`config.mk`:
```
export PLATFORM = sky130hd
export DESIGN_NAME = logic_unit_pipe_flat
export DESIGN_NICKNAME = d
export VERILOG_FILES = /design/src/rtl/logic_unit_pipe_if.sv /design/src/rtl/logic_unit_pipe.sv /design/src/flat_wrapper.sv
export SDC_FILE = /design/constraint.sdc
export NUM_CORES = 1
export LEC_CHECK = 0
export ABC_CLOCK_PERIOD_IN_PS = 6360
export CAP_MARGIN = 40
export CORE_MARGIN = 2
export CORE_UTILIZATION = 44
export CTS_CLUSTER_DIAMETER = 40
export DETAILED_ROUTE_END_ITERATION = 10
export PLACE_DENSITY_LB_ADDON = 0.2
export SLEW_MARGIN = 20
export SYNTH_ARGS = -nofsm -noshare
export SYNTH_HDL_FRONTEND = slang
export SYNTH_SLANG_ARGS = --single-unit
```
`constraint.sdc`:
```
create_clock -name clk -period 6.36 [get_ports clk]
set_input_delay 0.954 -clock clk [delete_from_list [all_inputs] [get_ports clk]]
set_output_delay 0.954 -clock clk [all_outputs]
set_load 0.005 [all_outputs]
```
`src/rtl/logic_unit_pipe_if.sv`:
```
// Request/result bus for logic_unit_pipe.
// The master side offers requests and accepts results; the slave side is the
// pipeline itself.
interface logic_unit_pipe_if #(
  parameter int WIDTH = 8
);
  logic             in_valid;
  logic             in_ready;
  logic [2:0]       op;
  logic             acc_mode;
  logic [WIDTH-1:0] a;
  logic [WIDTH-1:0] b;
  logic             out_valid;
  logic             out_ready;
  logic [WIDTH-1:0] y;
  logic             zero;
  logic             parity;

  modport master (
    output in_valid, op, acc_mode, a, b, out_ready,
    input  in_ready, out_valid, y, zero, parity
  );

  modport slave (
    input  in_valid, op, acc_mode, a, b, out_ready,
    output in_ready, out_valid, y, zero, parity
  );
endinterface

```
`src/rtl/logic_unit_pipe.sv`:
```
// Two-stage bitwise logic unit with a valid/ready handshake on both sides.
// Stage 1 holds the captured request; stage 2 holds the registered result
// with its zero/parity flags. An optional accumulator can stand in for
// operand b and is reloaded with the result of every accumulate request.
module logic_unit_pipe #(
  parameter int WIDTH = 8,
  parameter int CNT_W = 16
) (
  input  logic              clk,
  input  logic              rst_n,
  input  logic              acc_clr,
  logic_unit_pipe_if.slave  bus,
  output logic [WIDTH-1:0]  acc,
  output logic [CNT_W-1:0]  done_cnt
);

  typedef logic [WIDTH-1:0] word_t;

  // Bitwise operation table; every result is exactly WIDTH bits, no carries.
  function automatic word_t logic_op(input logic [2:0] sel,
                                     input word_t      opa,
                                     input word_t      opb);
    word_t r;
    case (sel)
      3'b000:  r = ~opa;
      3'b001:  r = opa & opb;
      3'b010:  r = opa | opb;
      3'b011:  r = ~(opa & opb);
      3'b100:  r = ~(opa | opb);
      3'b101:  r = opa ^ opb;
      3'b110:  r = ~(opa ^ opb);
      default: r = opa;
    endcase
    return r;
  endfunction

  logic       vld_p1;
  logic       vld_p2;
  logic [2:0] op_p1;
  logic       mode_p1;
  word_t      a_p1;
  word_t      b_p1;
  word_t      opb_p1;
  word_t      res_p1;
  word_t      y_p2;
  logic       zero_p2;
  logic       parity_p2;
  logic       accept;
  logic       advance;
  logic       out_fire;

  // ---- stage 0 -> 1: request acceptance ----
  assign advance      = vld_p1 && (!vld_p2 || bus.out_ready);
  assign bus.in_ready = !vld_p1 || !vld_p2 || bus.out_ready;
  assign accept       = bus.in_valid && bus.in_ready;
  assign out_fire     = vld_p2 && bus.out_ready;

  // Stage-1 occupancy: set on accept, cleared when the request moves on.
  always_ff @(posedge clk or negedge rst_n) begin
    if (!rst_n) begin
      vld_p1 <= 1'b0;
    end else if (accept) begin
      vld_p1 <= 1'b1;
    end else if (advance) begin
      vld_p1 <= 1'b0;
    end
  end

  // Stage-1 payload capture; contents only matter while vld_p1 is set.
  always_ff @(posedge clk) begin
    if (accept) begin
      op_p1   <= bus.op;
      mode_p1 <= bus.acc_mode;
      a_p1    <= bus.a;
      b_p1    <= bus.b;
    end
  end

  // ---- stage 1 -> 2: compute and register the result ----
  // The accumulator value seen here is the one present at the advance edge,
  // so a clear on the same edge does not affect the in-flight result.
  assign opb_p1 = mode_p1 ? acc : b_p1;
  assign res_p1 = logic_op(op_p1, a_p1, opb_p1);

  // Result register: loads on advance, holds under backpressure, drains on handshake.
  always_ff @(posedge clk or negedge rst_n) begin
    if (!rst_n) begin
      vld_p2    <= 1'b0;
      y_p2      <= '0;
      zero_p2   <= 1'b1;
      parity_p2 <= 1'b0;
    end else if (advance) begin
      vld_p2    <= 1'b1;
      y_p2      <= res_p1;
      zero_p2   <= (res_p1 == '0);
      parity_p2 <= ^res_p1;
    end else if (out_fire) begin
      vld_p2    <= 1'b0;
    end
  end

  assign bus.out_valid = vld_p2;
  assign bus.y         = y_p2;
  assign bus.zero      = zero_p2;
  assign bus.parity    = parity_p2;

  // Accumulator: clear wins over an accumulate load on the same edge.
  always_ff @(posedge clk or negedge rst_n) begin
    if (!rst_n) begin
      acc <= '0;
    end else if (acc_clr) begin
      acc <= '0;
    end else if (advance && mode_p1) begin
      acc <= res_p1;
    end
  end

  // Completed output handshakes, wrapping naturally at 2^CNT_W.
  always_ff @(posedge clk or negedge rst_n) begin
    if (!rst_n) begin
      done_cnt <= '0;
    end else if (out_fire) begin
      done_cnt <= done_cnt + CNT_W'(1);
    end
  end

endmodule

```
`src/flat_wrapper.sv`:
```
// flat-port wrapper written by rule: the top's interface ports become plain ports
module logic_unit_pipe_flat 
#(
  parameter int WIDTH = 8,
  parameter int CNT_W = 16
)
  (clk, rst_n, acc_clr, acc, done_cnt, bus_in_valid, bus_op, bus_acc_mode, bus_a, bus_b, bus_out_ready, bus_in_ready, bus_out_valid, bus_y, bus_zero, bus_parity);
  logic_unit_pipe_if #(.WIDTH(WIDTH)) bus_i ();
  input  logic clk;
  input  logic rst_n;
  input  logic acc_clr;
  output logic [WIDTH-1:0] acc;
  output logic [CNT_W-1:0] done_cnt;
  input wire logic [$bits(bus_i.in_valid)-1:0] bus_in_valid;
  input wire logic [$bits(bus_i.op)-1:0] bus_op;
  input wire logic [$bits(bus_i.acc_mode)-1:0] bus_acc_mode;
  input wire logic [$bits(bus_i.a)-1:0] bus_a;
  input wire logic [$bits(bus_i.b)-1:0] bus_b;
  input wire logic [$bits(bus_i.out_ready)-1:0] bus_out_ready;
  output wire logic [$bits(bus_i.in_ready)-1:0] bus_in_ready;
  output wire logic [$bits(bus_i.out_valid)-1:0] bus_out_valid;
  output wire logic [$bits(bus_i.y)-1:0] bus_y;
  output wire logic [$bits(bus_i.zero)-1:0] bus_zero;
  output wire logic [$bits(bus_i.parity)-1:0] bus_parity;
  assign bus_i.in_valid = bus_in_valid;
  assign bus_i.op = bus_op;
  assign bus_i.acc_mode = bus_acc_mode;
  assign bus_i.a = bus_a;
  assign bus_i.b = bus_b;
  assign bus_i.out_ready = bus_out_ready;
  assign bus_in_ready = bus_i.in_ready;
  assign bus_out_valid = bus_i.out_valid;
  assign bus_y = bus_i.y;
  assign bus_zero = bus_i.zero;
  assign bus_parity = bus_i.parity;
  logic_unit_pipe #(.WIDTH(WIDTH), .CNT_W(CNT_W)) u_core (.clk(clk), .rst_n(rst_n), .acc_clr(acc_clr), .bus(bus_i), .acc(acc), .done_cnt(done_cnt));
endmodule
```
==> report_table.html, run 1 <==
<table>
<tr><th>Metric</th><th>Value</th></tr>
<tr><th colspan="2">Outcome</th></tr>
<tr><td>Result of the run</td><td>finished, final reports clean</td></tr>
<tr><th colspan="2">Clock network</th></tr>
<tr><td>CTS Buf Count</td><td>5</td></tr>
<tr><td>Maximum number of buffers from clock root to sink</td><td>2</td></tr>
<tr><td>Root Buffer</td><td>clkbuf_8</td></tr>
<tr><td>Setup Fix Bufs, Post-CTS</td><td>0</td></tr>
<tr><td>Clk sinks</td><td>56</td></tr>
<tr><td>Clock Pin Slew Worst Setup and Hold Paths</td><td>0.10 ns</td></tr>
<tr><td>Count of hold-fix buffers inserted at cts</td><td>0</td></tr>
<tr><td>Post-CTS resize count</td><td>0</td></tr>
<tr><td>Clock tree from TritonCTS</td><td>done</td></tr>
<tr><td>Latest clock arrival within the worst-skew pair</td><td>0.31 ns</td></tr>
<tr><td>Deepest level of the CTS H-tree</td><td>2</td></tr>
<tr><th colspan="2">Timing</th></tr>
<tr><td>Max-Slew Margin vs Limit</td><td>a little over half</td></tr>
<tr><td>Timing-limited maximum frequency</td><td>around 320 MHz</td></tr>
<tr><td>Crit path time final</td><td>3.097 ns</td></tr>
<tr><td>Ratio of final minimum period to clock period</td><td>48.69%</td></tr>
<tr><td>Setup slack of the critical path after layout</td><td>3.263 ns</td></tr>
<tr><td>Slew of the pin with the lowest slew margin</td><td>between 0.6 and 0.7 ns</td></tr>
<tr><td>Final sum of negative setup slack</td><td>0 ns</td></tr>
<tr><td>Tightest hold margin</td><td>roughly 0.48 ns</td></tr>
<tr><td>Setup violation total in the final timing report</td><td>0</td></tr>
<tr><td>Count of pins over their slew limit</td><td>0</td></tr>
<tr><td>Worst setup skew after layout</td><td>0.01032 ns</td></tr>
<tr><td>Number of hold-slack violations in the final timing report</td><td>0</td></tr>
<tr><td>Setup repair after global routing missed its margin</td><td>false</td></tr>
<tr><th colspan="2">Pwr</th></tr>
<tr><td>Max VDD drop</td><td>0.1432 mV</td></tr>
<tr><td>Fraction of power consumed by sequential logic</td><td>roughly 50%</td></tr>
<tr><td>PwrDens</td><td>roughly 240 nW/µm²</td></tr>
<tr><td>Total net switching power</td><td>0.2698 mW</td></tr>
<tr><td>Relative contribution of the clock network to total power</td><td>21.0%</td></tr>
<tr><td>Sw frac</td><td>28.81%</td></tr>
<tr><td>Internal power summed over all cells</td><td>about 0.67 mW</td></tr>
<tr><td>Leak Pwr</td><td>approximately 1.7 nW</td></tr>
<tr><td>Comb pwr share</td><td>29.0%</td></tr>
<tr><th colspan="2">Setup path</th></tr>
<tr><td>Crit Path Class</td><td>input port to primary output</td></tr>
<tr><td>Required time reported for the critical path endpoint</td><td>between 5 and 6 ns</td></tr>
<tr><td>Arrival time of the worst setup path</td><td>2.14 ns</td></tr>
<tr><td>Biggest fanout along the worst timing path</td><td>4</td></tr>
<tr><td>Worst setup EP type</td><td>primary output</td></tr>
<tr><td>Launching element type of the critical path</td><td>input port</td></tr>
<tr><td>Worst setup slack for register-to-register paths</td><td>3.47 ns</td></tr>
<tr><th colspan="2">Synthesis</th></tr>
<tr><td>Prevailing post-synth register cell</td><td>dfrtp_1</td></tr>
<tr><td>Fraction of the mapped netlist area in simple logic gates</td><td>13.26%</td></tr>
<tr><td>Post-synthesis sequential area ratio</td><td>between 40% and 50%</td></tr>
<tr><td>Asr flop ratio synth</td><td>64.29%</td></tr>
<tr><td>Post-synth top area cell</td><td>dfrtp_1</td></tr>
<tr><td>Most used standard cells in the synthesized netlist</td><td>35 x dfrtp_1, 26 x nand2_1, 20 x edfxtp_1</td></tr>
<tr><td>Cells after synthesis</td><td>279</td></tr>
<tr><td>Total of flip-flops plus latches after synthesis</td><td>56</td></tr>
<tr><td>Number of warnings issued by yosys</td><td>0</td></tr>
<tr><td>Xor/xnor cell area share of the yosys netlist</td><td>6.386%</td></tr>
<tr><td>Post-synthesis net count</td><td>between 300 and 400</td></tr>
<tr><td>Most area-consuming cells after synthesis</td><td>dfrtp_1 28%, edfxtp_1 19%, ha_1 6.9%</td></tr>
<tr><td>Post-Synthesis Mean Instance Area</td><td>11.09 µm²</td></tr>
<tr><td>Area share of the largest cell type after synthesis</td><td>28.29%</td></tr>
<tr><td>Count of different cell masters after synthesis</td><td>52</td></tr>
<tr><td>Number of enable-type register cells in the synthesized netlist</td><td>20</td></tr>
<tr><td>Adder and majority gate portion of the synthesized area</td><td>6.871%</td></tr>
<tr><td>Proportion of synthesized area in mux cells</td><td>approximately 9%</td></tr>
<tr><td>Most frequent cell after synthesis</td><td>dfrtp_1</td></tr>
<tr><td>Main combinational cell family by area after synthesis</td><td>simple AND/OR/NAND/NOR gates</td></tr>
<tr><td>Post-synthesis instance area</td><td>3095 µm²</td></tr>
<tr><td>Synth Area in Compound Gates</td><td>10.99%</td></tr>
<tr><th colspan="2">Final layout</th></tr>
<tr><td>Post-Route Utilization</td><td>about 57%</td></tr>
<tr><td>Post-layout net count</td><td>approximately 380</td></tr>
<tr><td>Sequential cell area</td><td>1503 µm²</td></tr>
<tr><td>Combined area of the multi-input logic cells</td><td>1436 µm²</td></tr>
<tr><td>Area added between synthesis and finish</td><td>24.33%</td></tr>
<tr><td>Final std cell area, no fill</td><td>3849 µm²</td></tr>
<tr><td>Antenna diode count</td><td>0</td></tr>
<tr><td>Filler cell count in the final layout</td><td>616</td></tr>
<tr><td>Share of final-layout standard cells stronger than drive strength 1</td><td>7.988%</td></tr>
<tr><th colspan="2">Placed design</th></tr>
<tr><td>Detailed placement HPWL</td><td>4.575 mm</td></tr>
<tr><td>IO buf count</td><td>60</td></tr>
<tr><td>Dpl ws</td><td>about 3.3 ns</td></tr>
<tr><td>Area after detailed placement</td><td>~3800 µm²</td></tr>
<tr><td>Weighted congestion at the end of routability-driven global placement</td><td>0.8132</td></tr>
<tr><th colspan="2">Detailed routing</th></tr>
<tr><td>WL per Instance</td><td>13.92 µm</td></tr>
<tr><td>DRC violation total after the first TritonRoute iteration</td><td>between 100 and 150</td></tr>
<tr><td>First-pass detailed-route iteration total</td><td>4</td></tr>
<tr><td>DRC</td><td>0</td></tr>
<tr><td>WL final</td><td>6.041 mm</td></tr>
<tr><td>Residual antenna-violating net count after detailed routing</td><td>0</td></tr>
<tr><td>Detailed-route vias per instance</td><td>5.044</td></tr>
<tr><td>Total via count in the routed design</td><td>2189</td></tr>
<tr><th colspan="2">Min path</th></tr>
<tr><td>Path type of the worst min-delay path</td><td>flip-flop to flip-flop</td></tr>
<tr><th colspan="2">Floorplan</th></tr>
<tr><td>IO Pins</td><td>61</td></tr>
<tr><td>Die extent in x</td><td>87.88 µm</td></tr>
<tr><td>Die Ht</td><td>~88 µm</td></tr>
<tr><td>Floorplan die area</td><td>7722 µm²</td></tr>
<tr><td>Row count</td><td>30</td></tr>
<tr><td>Initial Utilization</td><td>45.56%</td></tr>
<tr><td>Core Region</td><td>6794 µm²</td></tr>
<tr><th colspan="2">GRT</th></tr>
<tr><td>Maximum number of pins on one net before global-route repair</td><td>38</td></tr>
<tr><td>Initial antenna violation count</td><td>0</td></tr>
<tr><td>Met1 routing resource usage after global routing</td><td>24.15%</td></tr>
<tr><td>Via count of the first global-routing pass</td><td>2140</td></tr>
<tr><td>First-pass GRT wire length</td><td>a little over 10 mm</td></tr>
<tr><td>Global-route usage over all layers</td><td>16.94%</td></tr>
<tr><td>Grt met2 use</td><td>26.58%</td></tr>
<tr><td>Global-route congestion overflow total</td><td>0</td></tr>
<tr><td>Global routing met3 resource utilization</td><td>approximately 3.4%</td></tr>
<tr><td>Busiest metal layer after global routing</td><td>met2</td></tr>
<tr><th colspan="2">Job</th></tr>
<tr><td>Number of max-cap violations</td><td>0</td></tr>
</table>
flip-flops by register name, summed over array words and instances (netlist names):
name and flops:
u_core.op_p1 3, u_core.acc 8, u_core.bus.zero 1, u_core.done_cnt 16, u_core.bus.out_valid 1, u_core.b_p1 8, u_core.bus.parity 1, u_core.bus.y 8
u_core.vld_p1 1, u_core.a_p1 8, u_core.mode_p1 1
critical path, cell delays in order:
cell and delay (ns):
clkdlybuf4s50_1 0.51, nand3b_1 0.16, clkdlybuf4s50_1 0.52
kinds of logic (layout without fill, tap and decap cells):
group           count (synthesis)  after routing
compound gates                 49             49
xor+xnor                       21             21
fa+ha+maj                      17             17
buf+inv                        31             90
flops                          56             56
mux                            22             22
simple gates                   83             83
power by group through the flow:
stage	registers [mW]	clock network (mW)	logic [mW]
final	0.468	0.197	0.271
after global routing	0.476	0.220	0.302
after CTS	0.469	0.204	0.276
after detailed placement	0.476	0	0.275
after global placement	0.476	0	0.266
after floorplan	0.468	0	0.152
worst paths after layout:
| check | start | to | cells past startpoint |
|---|---|---|---|
| setup / recovery | bus_out_ready | bus_in_ready | 3 |
| hold / removal | u_core.done_cnt[15] | u_core.done_cnt[15] | 1 |
| setup reg to reg | u_core.mode_p1 | u_core.bus.parity | 8 |
| hold reg to reg | u_core.done_cnt[15] | u_core.done_cnt[15] | 1 |
| max in group asynchronous | rst_n | u_core.bus.zero | 2 |
| min in group asynchronous | rst_n | u_core.done_cnt[15] | 2 |
layout by cell type, fill, tap and decap left out, types with 2 or more instances in the layout:
| cell | netlist | layout |
|---|---|---|
| a211o_1 | 3 | 3 |
| a211oi_1 | 3 | 3 |
| a21oi_1 | 7 | 7 |
| a22o_1 | 2 | 2 |
| a32o_1 | 2 | 2 |
| and2_1 | 5 | 5 |
| and3_1 | 6 | 6 |
| and4_1 | 2 | 2 |
| buf_4 | 3 | 2 |
| clkbuf_8 | 0 | 5 |
| clkdlybuf4s50_1 | 0 | 60 |
| dfrtp_1 | 35 | 35 |
| edfxtp_1 | 20 | 20 |
| ha_1 | 17 | 17 |
| inv_1 | 17 | 17 |
| inv_2 | 2 | 2 |
| mux2_1 | 2 | 2 |
| mux2_2 | 4 | 4 |
| mux2_4 | 2 | 2 |
| mux2i_1 | 11 | 11 |
| mux4_2 | 3 | 3 |
| nand2_1 | 26 | 26 |
| nand2b_1 | 6 | 6 |
| nand3_1 | 9 | 9 |
| nor2_1 | 14 | 14 |
| nor2b_1 | 8 | 8 |
| nor3_1 | 4 | 4 |
| o21ai_0 | 15 | 15 |
| o21ai_1 | 3 | 3 |
| o221ai_1 | 2 | 2 |
| xnor2_1 | 14 | 14 |
| xor2_1 | 6 | 6 |
per-layer routing:
layer  routed length [µm]  share of wire, %
met1                 2863                47
met2                 2769                46
met3                  343               5.7
met4                   65               1.1
met5                    0                 0
area by class of cell:
type                            instances  area share [%]
Clock inverter                          2          0.3901
Multi-Input combinational cell        192           37.32
Tap cell                               96           3.121
Sequential cell                        56           39.04
Inverter                               19           1.853
Timing Repair Buffer                   63           16.38
Clock buffer                            6           1.886
through the flow:
stage / power (mW) / std cells
2_1_floorplan: 0.6197 / 279
3_3_place_gp: 0.7429 / 425
3_5_place_dp: 0.7511 / 426
4_1_cts: 0.9495 / 434
5_1_grt: 0.9975 / 434
6_report: 0.9364 / 434
Power figures use the tool's default switching activity.
==> run 2, diff against run 1 <==
ABC_CLOCK_PERIOD_IN_PS = 3000   (was 6360)
clock period = 3 ns   (was 6.36 ns; I/O delays follow)
==> report_table.html, run 2 (same netlist as run 1, synthesis figures left out) <==
<table>
<tr><th>Metric</th><th>Value</th></tr>
<tr><th colspan="2">Pwr</th></tr>
<tr><td>Leak Pwr</td><td>1.665 nW (+0.49%)</td></tr>
<tr><td>PwrDens</td><td>520.4 nW/µm² (+110%)</td></tr>
<tr><td>Max VDD drop</td><td>0.2863 mV (+100%)</td></tr>
<tr><th colspan="2">Detailed routing</th></tr>
<tr><td>Detailed-route vias per instance</td><td>5.025 (-0.37%)</td></tr>
<tr><td>First-pass detailed-route iteration total</td><td>4 (unchanged)</td></tr>
<tr><td>WL per Instance</td><td>14.01 µm (+0.63%)</td></tr>
<tr><td>Met3 Routed Length</td><td>314 µm (-8.5%)</td></tr>
<tr><td>DRC violation total after the first TritonRoute iteration</td><td>131 (+10%)</td></tr>
<tr><td>Met1 wire length</td><td>2.895 mm (+1.1%)</td></tr>
<tr><td>Residual antenna-violating net count after detailed routing</td><td>0 (unchanged)</td></tr>
<tr><td>WL final</td><td>6.107 mm (+1.1%)</td></tr>
<tr><td>Top Metal Used</td><td>met4</td></tr>
<tr><td>DRC</td><td>0 (unchanged)</td></tr>
<tr><td>Wire length on met2</td><td>2.846 mm (+2.8%)</td></tr>
<tr><td>Total via count in the routed design</td><td>2191 (+0.091%)</td></tr>
<tr><th colspan="2">Floorplan</th></tr>
<tr><td>Die Ht</td><td>87.88 µm (unchanged)</td></tr>
<tr><td>Initial Utilization</td><td>45.56% (unchanged)</td></tr>
<tr><td>Core Region</td><td>6794 µm² (unchanged)</td></tr>
<tr><td>Row count</td><td>30 (unchanged)</td></tr>
<tr><td>Die extent in x</td><td>87.88 µm (unchanged)</td></tr>
<tr><td>Floorplan die area</td><td>7722 µm² (unchanged)</td></tr>
<tr><td>IO Pins</td><td>61 (unchanged)</td></tr>
<tr><th colspan="2">Final layout</th></tr>
<tr><td>Share of final-layout standard cells stronger than drive strength 1</td><td>8.824% (+0.84 points)</td></tr>
<tr><td>Filler cell count in the final layout</td><td>592 (-3.9%)</td></tr>
<tr><td>Post-layout net count</td><td>381 (+0.53%)</td></tr>
<tr><td>Most frequent standard cell in the layout excluding fill and tap cells</td><td>clkdlybuf4s50_1</td></tr>
<tr><td>Post-Route Utilization</td><td>56.85% (+0.20 points)</td></tr>
<tr><td>Commonest cells after routing, fill and taps aside</td><td>60 x clkdlybuf4s50_1, 35 x dfrtp_1, 26 x nand2_1, 20 x edfxtp_1</td></tr>
<tr><td>Area added between synthesis and finish</td><td>24.78%</td></tr>
<tr><td>Final Instance Count excl. Fillers</td><td>436 (+0.46%)</td></tr>
<tr><td>Top register by number of flip-flops</td><td>u_core.done_cnt</td></tr>
<tr><td>Antenna diode count</td><td>0 (unchanged)</td></tr>
<tr><td>Max FFs per register</td><td>16 (unchanged)</td></tr>
<tr><th colspan="2">Placed design</th></tr>
<tr><td>Weighted congestion at the end of routability-driven global placement</td><td>0.7660 (-5.8%)</td></tr>
<tr><td>Detailed placement HPWL</td><td>4.583 mm (+0.18%)</td></tr>
<tr><td>Number of cells in the design after placement</td><td>428 (+0.47%)</td></tr>
<tr><td>IO buf count</td><td>60 (unchanged)</td></tr>
<tr><th colspan="2">Timing</th></tr>
<tr><td>Tightest hold margin</td><td>0.4920 ns (+0.01328 ns)</td></tr>
<tr><td>Setup repair after global routing missed its margin</td><td>false</td></tr>
<tr><td>Crit path time final</td><td>2.685 ns</td></tr>
<tr><td>Final sum of negative setup slack</td><td>0 ns (unchanged)</td></tr>
<tr><td>Timing-limited maximum frequency</td><td>372.4 MHz</td></tr>
<tr><td>Ratio of final minimum period to clock period</td><td>89.50%</td></tr>
<tr><td>Setup violation total in the final timing report</td><td>0 (unchanged)</td></tr>
<tr><td>Count of pins over their slew limit</td><td>0 (unchanged)</td></tr>
<tr><td>Slew of the pin with the lowest slew margin</td><td>0.6901 ns (-0.0001661 ns)</td></tr>
<tr><td>Worst setup skew after layout</td><td>0.01351 ns (+0.003196 ns)</td></tr>
<tr><td>Max-Slew Margin vs Limit</td><td>53.99% (about the same)</td></tr>
<tr><td>Number of hold-slack violations in the final timing report</td><td>0 (unchanged)</td></tr>
<tr><th colspan="2">Clock network</th></tr>
<tr><td>Root Buffer</td><td>clkbuf_8</td></tr>
<tr><td>Clk sinks</td><td>56 (unchanged)</td></tr>
<tr><td>Deepest level of the CTS H-tree</td><td>2 (unchanged)</td></tr>
<tr><td>Count of hold-fix buffers inserted at cts</td><td>0 (unchanged)</td></tr>
<tr><td>Post-CTS resize count</td><td>0 (unchanged)</td></tr>
<tr><td>Clock Pin Slew Worst Setup and Hold Paths</td><td>0.11 ns (about the same)</td></tr>
<tr><td>Latest clock arrival within the worst-skew pair</td><td>0.32 ns (about the same)</td></tr>
<tr><td>Maximum number of buffers from clock root to sink</td><td>2 (unchanged)</td></tr>
<tr><td>CTS Buf Count</td><td>5 (unchanged)</td></tr>
<tr><td>Clock tree from TritonCTS</td><td>done</td></tr>
<tr><td>Setup Fix Bufs, Post-CTS</td><td>0 (unchanged)</td></tr>
<tr><th colspan="2">Setup path</th></tr>
<tr><td>Arrival time of the worst setup path</td><td>2.94 ns (+0.80 ns)</td></tr>
<tr><td>Biggest fanout along the worst timing path</td><td>6 (+2)</td></tr>
<tr><td>Launching element type of the critical path</td><td>flip-flop</td></tr>
<tr><td>Worst setup EP type</td><td>flip-flop</td></tr>
<tr><td>Required time reported for the critical path endpoint</td><td>3.25 ns (-2.16 ns)</td></tr>
<tr><td>Crit Path Class</td><td>flip-flop to flip-flop</td></tr>
<tr><th colspan="2">Outcome</th></tr>
<tr><td>Result of the run</td><td>finished, final reports clean</td></tr>
<tr><th colspan="2">GRT</th></tr>
<tr><td>Initial antenna violation count</td><td>0 (unchanged)</td></tr>
<tr><td>First-pass GRT wire length</td><td>9.998 mm (-1.2%)</td></tr>
<tr><td>Global-route congestion overflow total</td><td>0 (unchanged)</td></tr>
<tr><td>Via count of the first global-routing pass</td><td>2084 (-2.6%)</td></tr>
<tr><td>Global-route usage over all layers</td><td>16.60% (-0.34 points)</td></tr>
<tr><td>Maximum number of pins on one net before global-route repair</td><td>37 (-2.6%)</td></tr>
<tr><th colspan="2">Min path</th></tr>
<tr><td>Path type of the worst min-delay path</td><td>flip-flop to flip-flop</td></tr>
<tr><th colspan="2">Job</th></tr>
<tr><td>Number of max-cap violations</td><td>0 (unchanged)</td></tr>
</table>
## run 2: cell count changes in the layout (fill, tap and decap cells not counted)
cell        change
clkbuf_1        -1
buf_8           -1
clkinvlp_4      +1
buf_4           +3
clkinv_4        -1
inv_8           +1
## run 2: report_power, final
group	switching (mW)	internal, mW
clock	0.268	0.171
combinational	0.228	0.348
sequential	0.0962	0.898
## run 2: layout make-up
type,instances,area [µm²],share of cell area (%)
sequential,56,1503,38.91
multi-input combinational,192,1436,37.19
timing repair buffer,65,638.1,16.52
tap,96,120.1,3.110
inverter,19,71.32,1.846
clock buffer,5,68.82,1.782
clock inverter,3,25.02,0.6479
## run 2: final timing paths
path	start	endpoint	slack [ns]	cells after the start
worst max-delay path	u_core.mode_p1	u_core.bus.parity	0.31	11
worst min-delay path	u_core.bus.y[5]	u_core.bus.y[5]	0.49	2
worst max register to register	u_core.mode_p1	u_core.bus.parity	0.31	11
worst min register to register	u_core.bus.y[5]	u_core.bus.y[5]	0.49	2
max in group asynchronous	rst_n	u_core.bus.zero	2.13	2
min in group asynchronous	rst_n	u_core.done_cnt[11]	0.53	2
## run 2: per-stage QoR
step	power [mW]	instance area (µm²)	worst slack (ns)
6_report	2.010	3862	0.3149
5_1_grt	2.138	3862	0.04740
3_5_place_dp	1.596	3769	0.3070
2_1_floorplan	1.314	3095	0.2767
3_3_place_gp	1.583	3769	0.3531
4_1_cts	2.037	3862	0.2916
## run 2: metal layers
layer	vias to the layer above	track usage, %
li1	1096	-
met5	-	0
met3	7	3.487
met2	49	26.10
met1	1039	23.93
met4	0	3.357
## run 2: critical path: stages (launching register included)
cell and delay, ns:
edfxtp_1 0.49, buf_4 0.22, mux2i_1 0.24, inv_1 0.06, ha_1 0.18, nor2b_1 0.13
o32ai_1 0.35, a211oi_2 0.12, xor2_1 0.20, xnor2_1 0.19, xnor3_1 0.32, o21ai_1 0.11
